## config.mk

```make
export PLATFORM = sky130hd
export DESIGN_NAME = multicycle_controller
export DESIGN_NICKNAME = d
export VERILOG_FILES = /design/src/rtl/multicycle_controller.sv
export SDC_FILE = /design/constraint.sdc
export NUM_CORES = 1
export LEC_CHECK = 0
export ABC_CLOCK_PERIOD_IN_PS = 1920
export CAP_MARGIN = 20
export CORE_ASPECT_RATIO = 0.6
export CORE_MARGIN = 8
export CORE_UTILIZATION = 30
export CTS_BUF_LIST = sky130_fd_sc_hd__clkbuf_16
export CTS_CLUSTER_DIAMETER = 80
export DETAILED_ROUTE_END_ITERATION = 6
export GPL_ROUTABILITY_DRIVEN = 1
export SYNTH_ARGS = -nofsm -noshare
export SYNTH_HDL_FRONTEND = slang
export SYNTH_SLANG_ARGS = --single-unit
```

## constraint.sdc

```tcl
create_clock -name clk -period 1.92 [get_ports clk]
set_input_delay 0.384 -clock clk [delete_from_list [all_inputs] [get_ports clk]]
set_output_delay 0.384 -clock clk [all_outputs]
set_load 0.01 [all_outputs]
```

## src/rtl/multicycle_controller.sv

```systemverilog
// Multicycle ARM-subset control unit: FSM sequencing fetch/decode/memory/ALU/branch
// steps, ALU-op decode, condition evaluation and the NZCV flags register.
module multicycle_controller (
  input  logic       clk,
  input  logic       reset,
  input  logic [1:0] op,
  input  logic [5:0] funct,
  input  logic [3:0] cond,
  input  logic [3:0] ALUFlags,
  input  logic       mem_ready,
  output logic       PCWrite,
  output logic       IRWrite,
  output logic       MemWrite,
  output logic       RegWrite,
  output logic       AdrSrc,
  output logic       ALUSrcA,
  output logic [1:0] ALUSrcB,
  output logic [1:0] ResultSrc,
  output logic [1:0] ALUControl,
  output logic [3:0] flags,
  output logic [3:0] state
);

  typedef enum logic [3:0] {
    S_FETCH  = 4'd0,
    S_DECODE = 4'd1,
    S_MEMADR = 4'd2,
    S_MEMRD  = 4'd3,
    S_MEMWB  = 4'd4,
    S_MEMWR  = 4'd5,
    S_EXECR  = 4'd6,
    S_EXECI  = 4'd7,
    S_ALUWB  = 4'd8,
    S_BRANCH = 4'd9
  } state_t;

  state_t     state_q, state_d;
  logic [3:0] flags_q, flags_d;
  logic [1:0] alu_dec;
  logic       is_cmp;
  logic       cond_ex;
  logic       fN, fZ, fC, fV;

  assign {fN, fZ, fC, fV} = flags_q;
  assign is_cmp = (funct[4:1] == 4'b1010);

  always_comb begin
    case (funct[4:1])
      4'b0100: alu_dec = 2'b00;
      4'b0010: alu_dec = 2'b01;
      4'b0000: alu_dec = 2'b10;
      4'b1100: alu_dec = 2'b11;
      4'b1010: alu_dec = 2'b01;
      default: alu_dec = 2'b00;
    endcase
  end

  always_comb begin
    case (cond)
      4'b0000: cond_ex = fZ;
      4'b0001: cond_ex = ~fZ;
      4'b0010: cond_ex = fC;
      4'b0011: cond_ex = ~fC;
      4'b0100: cond_ex = fN;
      4'b0101: cond_ex = ~fN;
      4'b0110: cond_ex = fV;
      4'b0111: cond_ex = ~fV;
      4'b1000: cond_ex = fC & ~fZ;
      4'b1001: cond_ex = ~fC | fZ;
      4'b1010: cond_ex = (fN == fV);
      4'b1011: cond_ex = (fN != fV);
      4'b1100: cond_ex = ~fZ & (fN == fV);
      4'b1101: cond_ex = fZ | (fN != fV);
      4'b1110: cond_ex = 1'b1;
      default: cond_ex = 1'b0;
    endcase
  end

  always_ff @(posedge clk) begin
    if (reset) begin
      state_q <= S_FETCH;
      flags_q <= 4'b0000;
    end else begin
      state_q <= state_d;
      flags_q <= flags_d;
    end
  end

  always_comb begin
    state_d    = S_FETCH;
    flags_d    = flags_q;
    PCWrite    = 1'b0;
    IRWrite    = 1'b0;
    MemWrite   = 1'b0;
    RegWrite   = 1'b0;
    AdrSrc     = 1'b0;
    ALUSrcA    = 1'b0;
    ALUSrcB    = 2'b00;
    ResultSrc  = 2'b00;
    ALUControl = 2'b00;
    case (state_q)
      S_FETCH: begin
        ALUSrcA   = 1'b1;
        ALUSrcB   = 2'b10;
        ResultSrc = 2'b10;
        IRWrite   = mem_ready;
        PCWrite   = mem_ready;
        state_d   = mem_ready ? S_DECODE : S_FETCH;
      end
      S_DECODE: begin
        ALUSrcA   = 1'b1;
        ALUSrcB   = 2'b10;
        ResultSrc = 2'b10;
        if (!cond_ex)          state_d = S_FETCH;
        else case (op)
          2'b00:   state_d = funct[5] ? S_EXECI : S_EXECR;
          2'b01:   state_d = S_MEMADR;
          2'b10:   state_d = S_BRANCH;
          default: state_d = S_FETCH;
        endcase
      end
      S_MEMADR: begin
        ALUSrcB = 2'b01;
        state_d = funct[0] ? S_MEMRD : S_MEMWR;
      end
      S_MEMRD: begin
        AdrSrc  = 1'b1;
        state_d = mem_ready ? S_MEMWB : S_MEMRD;
      end
      S_MEMWB: begin
        ResultSrc = 2'b01;
        RegWrite  = 1'b1;
      end
      S_MEMWR: begin
        AdrSrc   = 1'b1;
        MemWrite = 1'b1;
        state_d  = mem_ready ? S_FETCH : S_MEMWR;
      end
      S_EXECR, S_EXECI: begin
        ALUSrcB    = (state_q == S_EXECI) ? 2'b01 : 2'b00;
        ALUControl = alu_dec;
        state_d    = S_ALUWB;
        // S-suffixed ops and CMP latch the ALU's flags at the end of execute
        if (funct[0] || is_cmp) flags_d = ALUFlags;
      end
      S_ALUWB: begin
        ALUControl = alu_dec;
        RegWrite   = ~is_cmp;
      end
      S_BRANCH: begin
        ALUSrcB   = 2'b01;
        ResultSrc = 2'b10;
        PCWrite   = 1'b1;
      end
      default: state_d = S_FETCH;
    endcase
  end

  assign flags = flags_q;
  assign state = state_q;

endmodule

```

==> reports/results.ini, run 1 <==
[outcome]
status = complete, no violations

[drt]
ant_nets = 0
avgRoutedWirePerCell_um = 14.9
drt-pass1-iter-count = 4
drt_iter0_markers = 73
drcViolationCount = 0
drt_wl_total_um = 2790
vias_per_cell = 4.95
dr_total_vias = 926

[layout]
areaGrowthSynthToFinish_pct = 86.8
antenna_cells = 0
drive_gt1_share_pct = 25.8
fin_util_pct = 57.4
nNetsFinal = 176

[global_route]
overflow = 0
grtUsageTotal_pct = 13.0
use_met1_pct = 17.2
met3_usage_pct = 2.62
met2_usage_pct = 21.1
antenna_found_initial = 0
grt_pass1_wl_um = 4420
grt_most_used_layer = met2
grt_max_degree = 12
grt_pass1_vias = 894

[floorplanning]
die_w_um = 80.5
core_um2 = 2430
start_util_pct = 30.7
ioPinCount = 39
die_h_um = 54.7
dieArea_um2 = 4400
num_rows = 14

[logic_synthesis]
synthFlopType = dfxtp_1
yosysMostFrequentCell = nor2_1
ys_types = 42
syn-mean-instance-area_um2 = 7.71
syn_inst = 97
ys_seq_area_share_pct = 21.4
synth_fp_nets = 116
yosys.area.top_type = dfxtp_1
ys.warnings.count = 0
ys_top_cells_by_count = nor2_1, dfxtp_1, nor3_1
async_reset_ff_share_pct = 0
synth_seq_cells = 8
synth-edff-count = 0
synth_area_um2 = 748
synth.top_cell.area_share_pct = 21.4
synth_area_leaders = dfxtp_1, mux2i_1, nor3_1

[power]
seqPwrFrac_pct = 24.2
power_switching_uw = 183
internal_power_uw = 551
p_comb_share_pct = 26.9
total_power_uw = 735
irDropWorstVdd_v = 0.000296
power_density_nw_per_um2 = 526
p_leak_nw = 0.631
pwr-share-clk_pct = 48.8
switching_share_pct = 24.9

[critical_path]
critPathSlowestCell = clkdlybuf4s50_1
worstPathArrival_ns = 1.48
start_kind = flip-flop
worstSetupPathType = flip-flop to output pin
critPathMaxFanout = 3
cpPeakStageDelay_ns = 0.54
worstPathCellList = nand2b_1 > buf_4 > nor2_1 > clkdlybuf4s50_1
cp.required_ns = 1.54
worst_setup_path_end_kind = output pin

[timing]
worst_hold_slack_ns = 0.590
rsz0062_at_grt = no
fmax_mhz = 537
hold_viol = 0
clock_skew_ns = 0.00327
layout_min_cycle_time_ns = 1.86
period_share_pct = 97.0
tns_ns = 0
slew_headroom_pct = 67.3
setup_viol = 0
slew_viol_final = 0
worst_pin_slew_ns = 0.487

[place]
place_hpwl_um = 2170
gp_congestion = 0.879
numPortBuffers = 38

[clock_network]
cts.sinks = 8
clkLatencyLatePin_ns = 0.24
cts_hold_buf = 0
path_clk_slew_ns = 0.04
numCtsBuffers = 3
root_buffer = clkbuf_16
h-tree-depth = 1
cts_tree = yes
ctsLongestPathBuffers = 2

[min_path]
min_path_type = flip-flop to flip-flop

[flow_run]
cap_violations = 0

-- layout make-up --
cell class | count | area [um2]
timing repair buffer | 60 | 519
fill | 217 | 1040
inverter | 2 | 7.51
tap | 32 | 40.0
clock buffer | 3 | 75.1
multi-input combinational | 82 | 591
sequential | 8 | 165
-- per-stage QoR --
stage	area (um2)	setup slack, ns	instances
after floorplan	748	0.232	97
after global placement	1280	-0.447	182
after detailed placement	1280	-0.467	182
after CTS	1390	0.00920	187
after global routing	1400	0.0109	187
final	1400	0.0580	187
-- critical path: cells and delay by family (launching register included) --
family | cells | cell delay [ns]
buffers and inverters | 2 | 0.69
DFF | 1 | 0.31
and+or+nand+nor | 2 | 0.24
-- state kept, by name, indices dropped and copies added, names as in the netlist --
signal	flops
flags	4
state	4
-- layer usage --
| metal | share of wire, % | vias to the layer above |
|---|---|---|
| met5 | 0 | - |
| met4 | 0.72 | 0 |
| met3 | 4.1 | 2 |
| met2 | 49 | 21 |
| met1 | 46 | 429 |
| li1 | - | 474 |
-- placed cells by master, fill, tap and decap left out, types with 2 or more instances in the layout --
cell,n
xor2_1,3
dlygate4sd2_1,14
a21oi_1,2
buf_2,3
nor2b_1,2
o41ai_2,2
nand3_1,3
buf_4,21
xnor2_1,3
nor3_1,7
nand2_1,7
o21ai_0,3
dfxtp_1,6
mux2i_1,5
clkbuf_16,3
o21ai_1,3
inv_1,2
and3_1,2
nand2b_1,5
nor3b_1,2
nor2_1,9
clkdlybuf4s50_1,19
-- worst paths after layout --
kind	slack (ns)	depth (start not counted)	endpoint	startpoint
worst max-delay path	0.06	4	MemWrite	state[3]
worst min-delay path	0.59	2	flags[2]	flags[2]
worst max register to register	0.17	6	state[2]	flags[3]
worst min register to register	0.59	2	flags[2]	flags[2]
-- cell families after synthesis --
group                     share of synthesized area (%)
and+or+nand+nor                                    36.3
muxes                                              8.19
DFF                                                21.4
xor gates and xnor gates                           7.02
AOI/OAI and AO/OA                                  21.6
buffers and inverters                              5.52
-- timing repair --
item,4_1_cts,5_1_grt
pin swaps,2,2
buffers inserted,2,0
resized for setup,34,7
endpoints found under the setup margin,14,5
hold endpoints to repair,0,0
-- power by group through the flow --
stage	clock, mW	sequential, mW	combinational (mW)
2_1_floorplan	0	0.177	0.0788
3_3_place_gp	0	0.180	0.189
3_5_place_dp	0	0.180	0.190
4_1_cts	0.362	0.178	0.196
5_1_grt	0.371	0.179	0.214
6_report	0.359	0.178	0.198
Note: power is estimated with default switching activity, not from simulation.
==> run 2: changes to the inputs <==
--- a/config.mk
+++ b/config.mk
@@ -5,6 +5,7 @@
 export SDC_FILE = /design/constraint.sdc
 export NUM_CORES = 1
 export LEC_CHECK = 0
+export ABC_AREA = 1
 export ABC_CLOCK_PERIOD_IN_PS = 1920
 export CAP_MARGIN = 20
 export CORE_ASPECT_RATIO = 0.6
==> run 2 against run 1 <==
Sequential cell count did not move; largest power group unchanged; final area fell by 4.0%; worst hold slack got worse by 0.043 ns; non-clock buffer count fell by 13; critical path type unchanged; combinational power fell by 18%; sequential share of layout area rose by 0.31 points; core utilization fell by 3.1 points; clock power barely moved; die area rose by 1.8%; first-iteration DRC count rose by 110%.
==> reports/results.ini, run 2 <==
[outcome]
status = complete, no violations  ; unchanged

[logic_synthesis]
yosys.area.top_type = dfxtp_1  ; unchanged
ys.warnings.count = 0  ; unchanged
synth-edff-count = 0  ; unchanged
synth.top_cell.area_share_pct = 20.9  ; was 21.4%
syn-mean-instance-area_um2 = 5.39  ; was 7.71 um2
yosysMostFrequentCell = nand2_1  ; was nor2_1
synth_fp_nets = 161  ; was 116
ys_top_cells_by_count = nand2_1, inv_1, nor2_1  ; was nor2_1, dfxtp_1, nor3_1
synth_area_leaders = dfxtp_1, nand2_1, inv_1  ; was dfxtp_1, mux2i_1, nor3_1
synth_seq_cells = 8  ; unchanged
ys_seq_area_share_pct = 20.9  ; was 21.4%
ys_types = 22  ; was 42
async_reset_ff_share_pct = 0  ; unchanged
synth_area_um2 = 766  ; was 748 um2
syn_inst = 142  ; was 97
synthFlopType = dfxtp_1  ; unchanged

[critical_path]
worstPathCellList = nor2_4 > inv_2 > nor2_1 > clkdlybuf4s50_1  ; was nand2b_1 > buf_4 > nor2_1 > clkdlybuf4s50_1
cp.required_ns = 1.54  ; about the same
cpPeakStageDelay_ns = 0.54  ; about the same
worstPathArrival_ns = 1.46  ; was 1.48 ns
critical_path.top_delay_family = buffers and inverters  ; unchanged
start_kind = flip-flop  ; unchanged
critPathMaxFanout = 5  ; was 3
worst_setup_path_end_kind = output pin  ; unchanged
critPathSlowestCell = clkdlybuf4s50_1  ; unchanged
critPathBufInv = 2  ; unchanged
worstSetupPathType = flip-flop to output pin  ; unchanged

[timing]
worst_pin_slew_ns = 0.396  ; was 0.487 ns
clock_skew_ns = 0.000561  ; was 0.00327 ns
slew_headroom_pct = 73.5  ; was 67.3%
slew_viol_final = 0  ; unchanged
layout_min_cycle_time_ns = 1.84  ; was 1.86 ns
fmax_mhz = 542  ; was 537 MHz
worst_hold_slack_ns = 0.547  ; was 0.590 ns
hold_viol = 0  ; unchanged
period_share_pct = 96.1  ; was 97.0%
setup_viol = 0  ; unchanged
rsz0062_at_grt = no  ; unchanged

[flow_run]
cap_violations = 0  ; unchanged

[layout]
areaGrowthSynthToFinish_pct = 75.2  ; was 86.8%
antenna_cells = 0  ; unchanged
drive_gt1_share_pct = 12.6  ; was 25.8%
final_cell_mix = nand2_1, inv_1, clkdlybuf4s50_1  ; was buf_4, clkdlybuf4s50_1, dlygate4sd2_1
nNetsFinal = 211  ; was 176
stdcell_count = 222  ; was 187
final_common_cell = nand2_1  ; was buf_4

[power]
power_density_nw_per_um2 = 520  ; was 526 nW/um2
irDropWorstVdd_v = 0.000360  ; was 0.000296 V
p_leak_nw = 0.701  ; was 0.631 nW

[drt]
vias_per_cell = 4.73  ; was 4.95
drt_iter0_markers = 153  ; was 73
drt-pass1-iter-count = 4  ; unchanged
avgRoutedWirePerCell_um = 13.6  ; was 14.9 um
dr_total_vias = 1050  ; was 926
drcViolationCount = 0  ; unchanged
drt_wl_total_um = 3020  ; was 2790 um
ant_nets = 0  ; unchanged

[clock_network]
h-tree-depth = 1  ; unchanged
cts_hold_buf = 0  ; unchanged
ctsLongestPathBuffers = 2  ; unchanged
root_buffer = clkbuf_16  ; unchanged
numCtsBuffers = 3  ; unchanged
cts_tree = yes  ; unchanged
path_clk_slew_ns = 0.04  ; about the same
cts.sinks = 8  ; unchanged
clkLatencyLatePin_ns = 0.23  ; was 0.24 ns

[floorplanning]
core_um2 = 2470  ; was 2430 um2
start_util_pct = 31.0  ; was 30.7%
die_h_um = 55.1  ; was 54.7 um
num_rows = 14  ; unchanged
ioPinCount = 39  ; unchanged
die_w_um = 81.2  ; was 80.5 um
dieArea_um2 = 4480  ; was 4400 um2

[global_route]
grt_max_degree = 9  ; was 12
grt_pass1_wl_um = 4550  ; was 4420 um
grtUsageTotal_pct = 13.4  ; was 13.0%
antenna_found_initial = 0  ; unchanged
overflow = 0  ; unchanged
grt_pass1_vias = 974  ; was 894

[place]
numPortBuffers = 38  ; unchanged
dp.cells = 218  ; was 182
place_hpwl_um = 2380  ; was 2170 um
gp_congestion = 0.807  ; was 0.879

[min_path]
min_path_type = flip-flop to flip-flop  ; unchanged

run 2: changes by cell type after synthesis, sizes merged, moves of 3 or more:
cell    delta
nand2b     -5
nor2b      -3
a21oi      +7
o21ai      -3
nand2     +34
mux2i      -5
nor3       -5
nor2      +16
xor2       -3
inv       +24
nand3      +9
xnor2      -3
run 2: cells by family (layout without fill, tap and decap cells):
kind of cell           Yosys count  after routing  synth area share (%)
AO/OA/AOI/OAI                   21             21                  17.3
buffers and inverters           28             76                  14.7
AND/OR/NAND/NOR                 85             85                  47.1
flip-flops                       8              8                  20.9
run 2: repair_timing:
item | 4_1_cts | 5_1_grt
setup endpoints to repair | 10 | 6
hold endpoints to repair | 0 | 0
pin swaps | 1 | 0
resized for setup | 16 | 7
buffers inserted | 1 | 0
run 2: layout make-up:
type                       instances  area [um2]
clock buffer                       3        75.1
multi-input combinational        106         518
fill                             248        1130
tap                               32        40.0
timing repair buffer              47         448
inverter                          26        97.6
sequential                         8         163
run 2: path summary, 6_finish.rpt:
path / start / end / slack, ns / depth (start not counted)
setup / recovery: state[3] / ALUSrcB[1] / 0.08 / 4
hold / removal: flags[2] / flags[2] / 0.55 / 2
setup reg to reg: flags[3] / state[2] / 0.53 / 10
hold reg to reg: flags[2] / flags[2] / 0.55 / 2
run 2: per-stage QoR:
stage	power (mW)	setup WS (ns)	instance area, um2	util (%)	TNS, ns
global route	0.728	0.00289	1340	54.3	0
CTS	0.696	0.00368	1320	53.3	0
finish	0.697	0.0755	1340	54.3	0
global placement	0.336	-0.261	1230	49.8	-0.921
floorplan	0.243	0.553	766	-	0
detailed placement	0.338	-0.347	1230	49.8	-1.26
run 2: worst reg2reg max path, stage by stage, from the launching register on:
cell and delay, ns:
dfxtp_1 0.40, inv_1 0.12, nand2_1 0.08, nand3_1 0.13, nand2_1 0.09, nand2_1 0.05
nand2_1 0.06, nor2_1 0.03, nand2_1 0.11, nand2_1 0.06, a21oi_1 0.17
run 2: routing by layer:
layer  track usage, %  vias to the layer above  part of all wire [%]
met5                0                        -                     0
met2             22.4                       31                    49
met4             4.12                        0                  0.86
met1             17.2                      469                    45
li1                 -                      548                     -
met3             2.90                        2                   5.4
run 2: where the power goes:
group          internal (mW)  switching (mW)  leakage [nW]  total (mW)
Clock                  0.269          0.0900        0.0370       0.359
Combinational         0.0816          0.0814         0.598       0.163
Sequential             0.170         0.00402        0.0657       0.175
==> edit 1 (flow settings as in run 1) <==
Make the reset (`reset`) asynchronous in one clocked block.
--- a/src/rtl/multicycle_controller.sv
+++ b/src/rtl/multicycle_controller.sv
@@ -77,5 +77,5 @@
   end
 
-  always_ff @(posedge clk) begin
+  always_ff @(posedge clk or posedge reset) begin
     if (reset) begin
       state_q <= S_FETCH;
Check against the original RTL: differs if reset is asserted again (counterexample within 4 cycles, from zero or initial values and one cycle with reset high); with reset held inactive, the same outputs for 10 cycles.
==> edit 1 against run 1 <==
Via count down 0.65%. Design area up 3.3%. Wire length up 1.7%. Critical path depth up 2. Sequential share of layout area up 2.2 points. Global-route usage up 0.52 points. Setup slack better by 0.019 ns. Area after synthesis up 2.7%. Sequential cell count unchanged. Count of clock-buffer cells in the layout unchanged. Critical endpoint is now state[2]. Largest cell class unchanged.
Power is not compared: it rests on default switching activity, and its combinational part moved more than twofold at a synthesized area within 25%.
==> edit 1: results (changes against run 1) <==
Outcome
  • Status: finished clean

STA
  • Slew @ Worst Pin: 0.386 ns (-0.101 ns)

Critical path
  • Largest fanout on the critical path: 4 (+1)
  • Slowest cell on the critical path: or4_1
  • Worst reg2reg path depth: 5 (-1)
  • Reg-to-reg slack, setup: 0.19 ns (+0.02 ns)
  • Reg2reg end: state[2]
  • Crit path from: cond[1]

GRT
  • Vias in the first global route: 904 (+1.1%)
  • GRT Util Overall: 13.5% (+0.52 points)
  • Grt met1 use: 17.3% (+0.061 points)

Clock tree
  • Post-CTS Setup Inserts: 1 (-1)

Place
  • Post-DP HPWL: 2300 um (+6.0%)
  • GP Congestion: 0.848 (-3.6%)
  • Placed Area: 1340 um^2 (+3.9%)

Drt
  • Metal3 WL: 80 um (-30%)
  • Metal-1 WL: 1310 um (+0.69%)
  • Drt first-iter violations: 87 (+19%)
  • Vias: 920 (-0.65%)
  • Met2 Routed Length: 1420 um (+4.6%)
  • Wirelength per Cell: 15.5 um (+3.9%)

Synthesis
  • Post-synthesis sequential area ratio: 26.1% (+4.7 points)
  • Syn_nets: 110 (-5.2%)
  • Syn Inst Count: 91 (-6.2%)
  • Top cells by area, synth: dfrtp_1 26%, nor3_1 6.5%, mux2_2 5.9%, nand2b_1 4.9%, mux2_1 4.4%
  • Synth cell count leaders: 10 x nor3_1, 8 x dfrtp_1, 6 x nand2b_1, 6 x nor2_1, 5 x nand2_1

Cells and area
  • Layout Nets: 172 (-2.3%)
[edit 1: cell count changes after synthesis, moves of 3 or more]
cell	before	now
mux2_1	0	3
dfrtp_1	0	8
nor2_1	9	6
mux2_2	1	4
o21ai_0	4	1
dfxtp_1	8	0
mux2i_1	5	1
[edit 1: how the worst min path moves through the flow]
stage                  start       end  slack [ns]  cells past startpoint
finish                 reset  state[0]        0.41                      2
global route           reset  state[0]        0.47                      2
CTS                    reset  state[0]        0.42                      2
detailed placement  flags[1]  flags[1]        0.61                      1
global placement    flags[1]  flags[1]        0.61                      1
floorplan              reset  flags[0]        0.20                      1
[edit 1: area by class of cell]
| type | instances | area (um^2) |
|---|---|---|
| clock buffer | 3 | 75.1 |
| fill | 218 | 1030 |
| inverter | 4 | 15.0 |
| multi-input combinational | 73 | 567 |
| sequential | 8 | 203 |
| tap | 32 | 40.0 |
| timing repair buffer | 63 | 544 |
[edit 1: per-stage QoR]
step | worst slack [ns] | utilization (%) | power (W) | hold slack [ns]
final | 0.0766 | 58.5 | 0.00182 | 0.408
after floorplan | 0.267 | - | 0.000852 | 0.200
after CTS | -0.170 | 58.1 | 0.00183 | 0.419
after global routing | 0.00467 | 58.5 | 0.00196 | 0.466
after detailed placement | -0.478 | 54.1 | 0.00151 | 0.611
after global placement | -0.368 | 54.1 | 0.00150 | 0.607
[edit 1: logic make-up (layout without fill, tap and decap cells)]
| family | after synthesis | count (layout) | share of synthesized area, % |
|---|---|---|---|
| xor gates and xnor gates | 5 | 5 | 5.70 |
| buffers and inverters | 10 | 70 | 7.33 |
| DFF | 8 | 8 | 26.1 |
| muxes | 8 | 8 | 11.6 |
| AOI/OAI and AO/OA | 17 | 17 | 17.6 |
| and+or+nand+nor | 43 | 43 | 31.8 |
==> edit 2 (config.mk and constraints of run 1) <==
Made on the original files. Put one more register stage on the output `flags`, with the module's reset. The value now appears one clock later. The other outputs are not delayed to match.
--- a/src/rtl/multicycle_controller.sv
+++ b/src/rtl/multicycle_controller.sv
@@ -157,5 +157,11 @@
   end
 
-  assign flags = flags_q;
+  always_ff @(posedge clk) begin
+    if (reset) begin
+      flags <= '0;
+    end else begin
+      flags <= flags_q;
+    end
+  end
   assign state = state_q;
 
Check against the original RTL: not equivalent (a bounded check fails within 4 cycles, from zero or initial values and one cycle with reset high).
==> edit 2 against run 1 <==
Setup slack worse by 0.0053 ns. Total power increased by 13%. Area after synthesis up 12%. Sequential cell count rose by 4. Wire length rose by 1.0%. Critical path depth did not move. First-iteration DRC count grew 4.1%. Design area up 8.8%.
==> edit 2: results (changes against run 1) <==
Outcome
  • Status: finished clean

Synthesis
  • Xor-xnor portion of the synthesized cell area: 6.28% (-0.75 points)
  • Netlist cell types: 38 (-9.5%)
  • Post-synthesis sequential area ratio: 28.7% (+7.3 points)
  • Top cells by area, synth: dfxtp_1 29%, mux2i_1 6.0%, nor3_1 5.4%, nor2b_1 4.5%, nor2_1 4.0%
  • Mux share of post-synthesis cell area: 7.32% (-0.87 points)
  • Synth cell count leaders: 12 x dfxtp_1, 9 x nor2_1, 9 x nor3_1, 6 x nand2_1, 6 x nor2b_1
  • Yosys reg bits: 12 (+4)

Pwr
  • Max VDD drop: 0.474 mV (+60%)
  • Pwr dens: 548 nW/um^2 (+4.2%)

Cells and area
  • Ratio of cells with drive above 1 in the final layout: 26.4% (+0.61 points)
  • ClkCell Share: 5.19% (-0.19 points)
  • Buffer share of cell area: 33.7% (-3.4 points)
  • Fill cells: 232 (+6.9%)

Drt
  • Highest routed layer: met3
  • Final WL: 2820 um (+1.0%)
  • Metal3 WL: 176 um (+53%)
  • Vias: 948 (+2.4%)

STA
  • Clock skew: 0.00343 ns (+0.000169 ns)
  • Slew @ Worst Pin: 0.342 ns (-0.145 ns)

GRT
  • GRT Util Overall: 10.9% (-2.1 points)
  • GRT met2 Usage: 16.4% (-4.6 points)

Hold path
  • Hold Startpoint: flags_q[1]

Place
  • Number of instances in the placed design: 186 (+2.2%)
  • Placed Area: 1360 um^2 (+5.7%)
  • GP Congestion: 0.857 (-2.6%)

Critical path
  • Reg2reg end: state[0]
edit 2: changes by cell type after synthesis, sizes merged, moves of 2 or more:
cell,run 1,this run
clkbuf,2,5
inv,2,4
o32ai,1,3
dfxtp,8,12
nor2b,3,6
a21oi,3,1
edit 2: power groups by stage:
stage                     registers (W)  logic [W]  clock network (W)
final                          0.000262   0.000193           0.000377
after global routing           0.000263   0.000208           0.000402
after CTS                      0.000261   0.000181           0.000385
after detailed placement       0.000265   0.000185                  0
after global placement         0.000265   0.000183                  0
after floorplan                0.000262  0.0000805                  0
edit 2: stage by stage:
stage / setup WS (ns) / hold WS, ns / util, % / total power, W
3_3_place_gp: -0.435 / 0.520 / 52.8 / 0.000448
6_report: 0.0527 / 0.547 / 59.0 / 0.000832
3_5_place_dp: -0.476 / 0.518 / 52.8 / 0.000451
5_1_grt: 0.00115 / 0.575 / 59.0 / 0.000873
4_1_cts: 0.00636 / 0.524 / 55.9 / 0.000827
2_1_floorplan: 0.232 / 0.481 / - / 0.000343
edit 2: how the worst max path moves through the flow:
| stage | from | to | slack [ns] | cells past startpoint |
|---|---|---|---|---|
| finish | state[3] | MemWrite | 0.05 | 4 |
| global placement | funct[4] | RegWrite | -0.43 | 5 |
| detailed placement | funct[4] | RegWrite | -0.48 | 5 |
| floorplan | state[3] | ALUControl[1] | 0.23 | 5 |
| global route | funct[1] | RegWrite | 0.001 | 5 |
| CTS | state[3] | ResultSrc[1] | 0.006 | 3 |
edit 2: critical path, cell delays in order (launching register included):
cell	delay, ns
dfxtp_1	0.32
nand2b_1	0.16
buf_4	0.15
nor2_1	0.08
clkdlybuf4s50_1	0.54
edit 2: timing repair:
item,in CTS,in global routing
hold endpoints to repair,0,0
resized for setup,28,18
pin swaps,2,3
buffers inserted,0,1
endpoints found under the setup margin,12,10
